### src/rtl/uart_block_sched.sv
`default_nettype none
// ============================================================================
// Module      : uart_block_sched
// Description : Round-robin scheduler for two 128-bit block sources. Each
//               granted block goes out MSB byte first, one byte per uart_tx
//               frame, with a programmable idle gap between frames.
// Revision    : 1.0 - initial release
// ============================================================================
module uart_block_sched #(
  parameter int GAP_CYCLES   = 0,
  parameter int BUSY_TIMEOUT = 16
) (
  input  logic         sys_clk,
  input  logic         sys_rst_n,
  input  logic         s0_valid,
  input  logic [127:0] s0_data,
  output logic         s0_ack,
  input  logic         s1_valid,
  input  logic [127:0] s1_data,
  output logic         s1_ack,
  output logic [7:0]   tx_data,
  output logic         tx_start,
  input  logic         tx_busy,
  output logic         busy,
  output logic [3:0]   byte_idx,
  output logic         done,
  output logic         err,
  output logic         last_src
);

  typedef enum logic [2:0] {
    ST_IDLE      = 3'd0,
    ST_START     = 3'd1,
    ST_WAIT_BUSY = 3'd2,
    ST_WAIT_DONE = 3'd3,
    ST_GAP       = 3'd4
  } state_e;

  // Terminal counts; the gap value is only reachable when GAP_CYCLES > 0.
  localparam logic [15:0] c_gap_last = 16'(GAP_CYCLES - 1);
  localparam logic [15:0] c_tmo_last = 16'(BUSY_TIMEOUT - 1);

  state_e         state_q, state_d;
  logic [127:0]   shreg_q, shreg_d;      // top byte is the byte on the wire
  logic [3:0]     byte_idx_q, byte_idx_d;
  logic [15:0]    cnt_q, cnt_d;          // shared: busy timeout / gap count
  logic           tx_start_q, tx_start_d;
  logic           s0_ack_q, s0_ack_d;
  logic           s1_ack_q, s1_ack_d;
  logic           done_q, done_d;
  logic           err_q, err_d;
  logic           last_src_q, last_src_d;
  logic           prio_q, prio_d;        // 1: source 1 wins a tie
  logic           busy_q, busy_d;
  logic           grant_src;

  // Next-state and next-output computation for the block sequencer.
  always_comb begin
    state_d    = state_q;
    shreg_d    = shreg_q;
    byte_idx_d = byte_idx_q;
    cnt_d      = cnt_q;
    tx_start_d = 1'b0;
    s0_ack_d   = 1'b0;
    s1_ack_d   = 1'b0;
    done_d     = 1'b0;
    err_d      = 1'b0;
    last_src_d = last_src_q;
    prio_d     = prio_q;
    grant_src  = 1'b0;

    case (state_q)
      ST_IDLE: begin
        // A frame still on the line (tx_busy) blocks any new grant.
        if (!tx_busy && (s0_valid || s1_valid)) begin
          grant_src  = (s0_valid && s1_valid) ? prio_q : s1_valid;
          shreg_d    = grant_src ? s1_data : s0_data;
          byte_idx_d = 4'd0;
          s0_ack_d   = ~grant_src;
          s1_ack_d   = grant_src;
          last_src_d = grant_src;
          prio_d     = ~grant_src;
          tx_start_d = 1'b1;
          state_d    = ST_START;
        end
      end

      ST_START: begin
        cnt_d   = 16'd0;
        state_d = ST_WAIT_BUSY;
      end

      ST_WAIT_BUSY: begin
        if (tx_busy) begin
          state_d = ST_WAIT_DONE;
        end else if (cnt_q == c_tmo_last) begin
          err_d   = 1'b1;
          state_d = ST_IDLE;
        end else begin
          cnt_d = cnt_q + 16'd1;
        end
      end

      ST_WAIT_DONE: begin
        if (!tx_busy) begin
          if (byte_idx_q == 4'd15) begin
            done_d  = 1'b1;
            state_d = ST_IDLE;
          end else begin
            shreg_d    = {shreg_q[119:0], 8'h00};
            byte_idx_d = byte_idx_q + 4'd1;
            if (GAP_CYCLES == 0) begin
              tx_start_d = 1'b1;
              state_d    = ST_START;
            end else begin
              cnt_d   = 16'd0;
              state_d = ST_GAP;
            end
          end
        end
      end

      ST_GAP: begin
        if (cnt_q == c_gap_last) begin
          tx_start_d = 1'b1;
          state_d    = ST_START;
        end else begin
          cnt_d = cnt_q + 16'd1;
        end
      end

      default: state_d = ST_IDLE;
    endcase

    busy_d = (state_d != ST_IDLE);
  end

  // State and registered outputs; reset drops any partial block.
  always_ff @(posedge sys_clk) begin
    if (!sys_rst_n) begin
      state_q    <= ST_IDLE;
      shreg_q    <= 128'd0;
      byte_idx_q <= 4'd0;
      cnt_q      <= 16'd0;
      tx_start_q <= 1'b0;
      s0_ack_q   <= 1'b0;
      s1_ack_q   <= 1'b0;
      done_q     <= 1'b0;
      err_q      <= 1'b0;
      last_src_q <= 1'b0;
      prio_q     <= 1'b0;
      busy_q     <= 1'b0;
    end else begin
      state_q    <= state_d;
      shreg_q    <= shreg_d;
      byte_idx_q <= byte_idx_d;
      cnt_q      <= cnt_d;
      tx_start_q <= tx_start_d;
      s0_ack_q   <= s0_ack_d;
      s1_ack_q   <= s1_ack_d;
      done_q     <= done_d;
      err_q      <= err_d;
      last_src_q <= last_src_d;
      prio_q     <= prio_d;
      busy_q     <= busy_d;
    end
  end

  assign tx_data  = shreg_q[127:120];
  assign tx_start = tx_start_q;
  assign s0_ack   = s0_ack_q;
  assign s1_ack   = s1_ack_q;
  assign done     = done_q;
  assign err      = err_q;
  assign last_src = last_src_q;
  assign busy     = busy_q;
  assign byte_idx = byte_idx_q;

endmodule
`default_nettype wire
### config.mk
export PLATFORM = sky130hd
export DESIGN_NAME = uart_block_sched
export DESIGN_NICKNAME = d
export VERILOG_FILES = /design/src/rtl/uart_block_sched.sv
export SDC_FILE = /design/constraint.sdc
export NUM_CORES = 1
export LEC_CHECK = 0
export ABC_AREA = 1
export CAP_MARGIN = 20
export CORE_MARGIN = 2
export CORE_UTILIZATION = 45
export CTS_CLUSTER_DIAMETER = 120
export DETAILED_ROUTE_END_ITERATION = 6
export PLACE_DENSITY = 0.78
export SLEW_MARGIN = 30
export SYNTH_ARGS = -nofsm -noshare
export SYNTH_HDL_FRONTEND = slang
export SYNTH_SLANG_ARGS = --single-unit
### constraint.sdc
create_clock -name sys_clk -period 2.2 [get_ports sys_clk]
set_input_delay 0.44 -clock sys_clk [delete_from_list [all_inputs] [get_ports sys_clk]]
set_output_delay 0.44 -clock sys_clk [all_outputs]
set_load 0.005 [all_outputs]
==> flow_metrics.py <==
metrics = {
    "synth": {
        "ys_warn_count": 0,
        "ys_async_sr_fraction_pct": 0,
        "syn_inst": 1276,
        "syn_area_mm2": 0.00858,
        "avgSynthCellArea_um2": 6.73,
        "synth-edff-count": 0,
        "synth_fp_nets": 1539,
        "ys_seq_area_share_pct": 37.1,
        "yosysUniqueCellTypes": 35,
        "ys.flop_type": "dfxtp_1",
        "yosys_register_bits": 159,
    },
    "die": {
        "num_io_pins": 280,
        "core-area_mm2": 0.0187,
        "start_util_pct": 45.9,
        "fp.dieW_um": 142,
        "dieArea_mm2": 0.0202,
        "fp-row-count": 50,
        "die_h_um": 142,
    },
    "sta": {
        "rsz0062_at_grt": "no",
        "max_freq_ghz": 0.533,
        "worstMarginPinSlew_ns": 0.437,
        "final-hold-violation-count": 0,
        "setup_viol": 0,
        "fin_crit_sh_pct": 85.3,
        "fin_skew_ns": 0.00726,
        "setup_tns_ns": 0,
        "min_period_ns": 1.88,
        "setup_ws_ns": 0.324,
        "worst_slew_margin_rel_pct": 70.9,
        "slew_violations": 0,
    },
    "setup_path": {
        "rrSetupSlack_ns": 0.32,
        "reg2regPathDepth": 8,
        "crit_path_start": "byte_idx[0]",
        "crit_path_end_kind": "register",
        "r2r_end": "shreg_q[118]",
        "worstPathRequired_ns": 2.55,
        "slowest_delay_ns": 0.35,
        "arrival_ns": 2.22,
        "path_common_cell": "buf_12",
        "r2r-start": "byte_idx[0]",
        "crit_chain": "ha_1 > nand3_1 > nand2_1 > o21ai_4 > buf_12 > buf_12 > o21ai_0 > a21oi_1",
        "path_class": "register to register",
        "critPathMaxFanout": 47,
        "slowest_stage": "dfxtp_1",
        "cp-start-kind": "register",
    },
    "route": {
        "drt_iter0_drc": 546,
        "dr_total_vias": 9268,
        "finalWirelength_mm": 26.5,
        "post_drt_wl_per_cell_um": 15.2,
        "final_antenna_net_count": 0,
        "vias_per_cell": 5.33,
        "drc_errors": 0,
        "firstDrtPassIters": 6,
    },
    "cts": {
        "clk_path_buf_depth": 2,
        "clock-sinks": 159,
        "cts_hold_buf": 0,
        "cts_setup_buffers": 0,
        "clk_latency_ns": 0.42,
        "root_buffer": "clkbuf_16",
        "numCtsBuffers": 17,
        "cts_max_level": 4,
        "ctsResizeCount": 0,
        "clk_pin_slew_ns": 0.07,
        "cts_tree": "yes",
    },
    "finish": {
        "diodes": 0,
        "drive_above_1_share_pct": 8.90,
        "final_nets": 1755,
        "areaGrowthSynthToFinish_pct": 41.4,
    },
    "grt": {
        "antenna_found_initial": 0,
        "grt_pass1_wl_mm": 41.2,
        "grt_pass1_vias": 8375,
        "gr-total-overflow": 0,
        "grt_usage_pct": 25.3,
        "grt_max_degree": 99,
    },
    "worst_hold_path": {
        "holdPathStages": 3,
        "hp-start": "sys_rst_n",
        "hp-class": "input port to register",
        "min_to": "state_q[1]",
    },
    "place": {
        "port_buffers": 279,
        "gp_congestion": 0.860,
        "dpl.hpwl_mm": 19.2,
        "place_worst_setup_slack_ns": 0.00854,
    },
    "pwr": {
        "power.density_mw_per_mm2": 686,
        "p_leak_uw": 0.00483,
        "peakVddDrop_mv": 0.615,
    },
    "status": {
        "status": "finished clean",
    },
    "run": {
        "maxCapViolations": 0,
    },
}
per-stage QoR:
step | hold WS [ns] | utilization, % | power (uW) | instances | cell area (um^2)
after global placement | 0.449 | 61.6 | 5300 | 1707 | 11500
final | 0.361 | 64.9 | 8320 | 1739 | 12100
after global routing | 0.360 | 64.9 | 8740 | 1739 | 12100
after floorplan | 0.440 | - | 4460 | 1276 | 8580
after detailed placement | 0.454 | 61.6 | 5340 | 1707 | 11500
after CTS | 0.337 | 64.9 | 8380 | 1739 | 12100
how the worst max path moves through the flow:
stage                              end  slack, ns  cells past startpoint
after global routing         cnt_q[13]       0.15                      9
after CTS                  shreg_q[18]       0.33                      8
after global placement     shreg_q[36]       0.04                      9
after detailed placement   shreg_q[18]      0.009                      9
final                     shreg_q[118]       0.32                      8
after floorplan              cnt_q[10]       0.58                     11
sequential cells by signal, indices dropped and copies added, names as in the netlist:
signal	cells
shreg_q	128
cnt_q	16
byte_idx	4
state_q	3
busy	1
done	1
err	1
last_src	1
prio_q	1
s0_ack	1
s1_ack	1
tx_start	1
power by group:
part | switching, uW | internal, uW
Clock | 1240 | 1800
Sequential | 169 | 3180
Combinational | 975 | 955
cell usage in the layout (no fill, tap or decap), types with 8 or more instances in the layout:
cell / count
nand2_1: 340
clkdlybuf4s50_1: 278
o21ai_0: 206
dfxtp_1: 159
nand3_1: 132
a21oi_1: 101
nor2_1: 60
a21oi_2: 50
o21ai_1: 40
inv_1: 21
clkbuf_16: 17
buf_12: 16
buf_4: 12
or2_2: 9
o211ai_1: 8
layer usage:
metal,global-route usage [%],vias to the layer above,part of all wire [%]
met3,5.38,30,6.6
met4,6.89,0,1.4
met1,32.1,4200,43
met5,0,-,0
li1,-,4741,-
met2,43.7,297,49
worst max-delay path: cells and delay by family, from the launching register on:
kind | cells | cell delay [ns]
AO/OA/AOI/OAI | 3 | 0.49
flip-flops | 1 | 0.35
buffers and inverters | 2 | 0.45
adder cells (fa/ha/maj) | 1 | 0.24
AND/OR/NAND/NOR | 2 | 0.25
logic make-up after synthesis:
kind of cell	after synthesis	share of synthesized area, %
AOI/OAI and AO/OA	414	26.9
xor gates and xnor gates	6	0.612
DFF	159	37.1
buffers and inverters	136	7.80
adders and majority gates	2	0.291
and+or+nand+nor	559	27.3
final cells by class:
type | count | area (um^2)
clock inverters | 15 | 186
clock buffers | 17 | 425
multi-input cells | 981 | 4750
well taps | 234 | 293
inverters | 27 | 109
fillers | 1614 | 6570
repair buffers | 306 | 3190
flip-flops and latches | 159 | 3180
Yosys cell counts, types with 2 or more instances:
library cell | number | area [um^2]
buf_6 | 8 | 90.1
nor2_1 | 60 | 225
a21oi_2 | 50 | 438
inv_2 | 3 | 11.3
ha_1 | 2 | 25.0
buf_2 | 37 | 185
nand2_2 | 2 | 12.5
o21bai_1 | 5 | 37.5
dfxtp_1 | 159 | 3180
nand2_1 | 341 | 1280
nor3_1 | 3 | 15.0
o211ai_1 | 8 | 60.1
o21ai_1 | 40 | 200
nand4_1 | 4 | 25.0
a21oi_1 | 101 | 505
o21ai_0 | 206 | 1030
o21ai_2 | 2 | 17.5
nor2_4 | 2 | 22.5
clkbuf_1 | 48 | 180
xor2_1 | 5 | 43.8
clkinv_1 | 2 | 7.51
inv_1 | 22 | 82.6
or2_2 | 9 | 56.3
buf_4 | 14 | 105
buf_1 | 2 | 7.51
nand3_1 | 132 | 661
No activity file was read; power rests on OpenSTA's default activity.
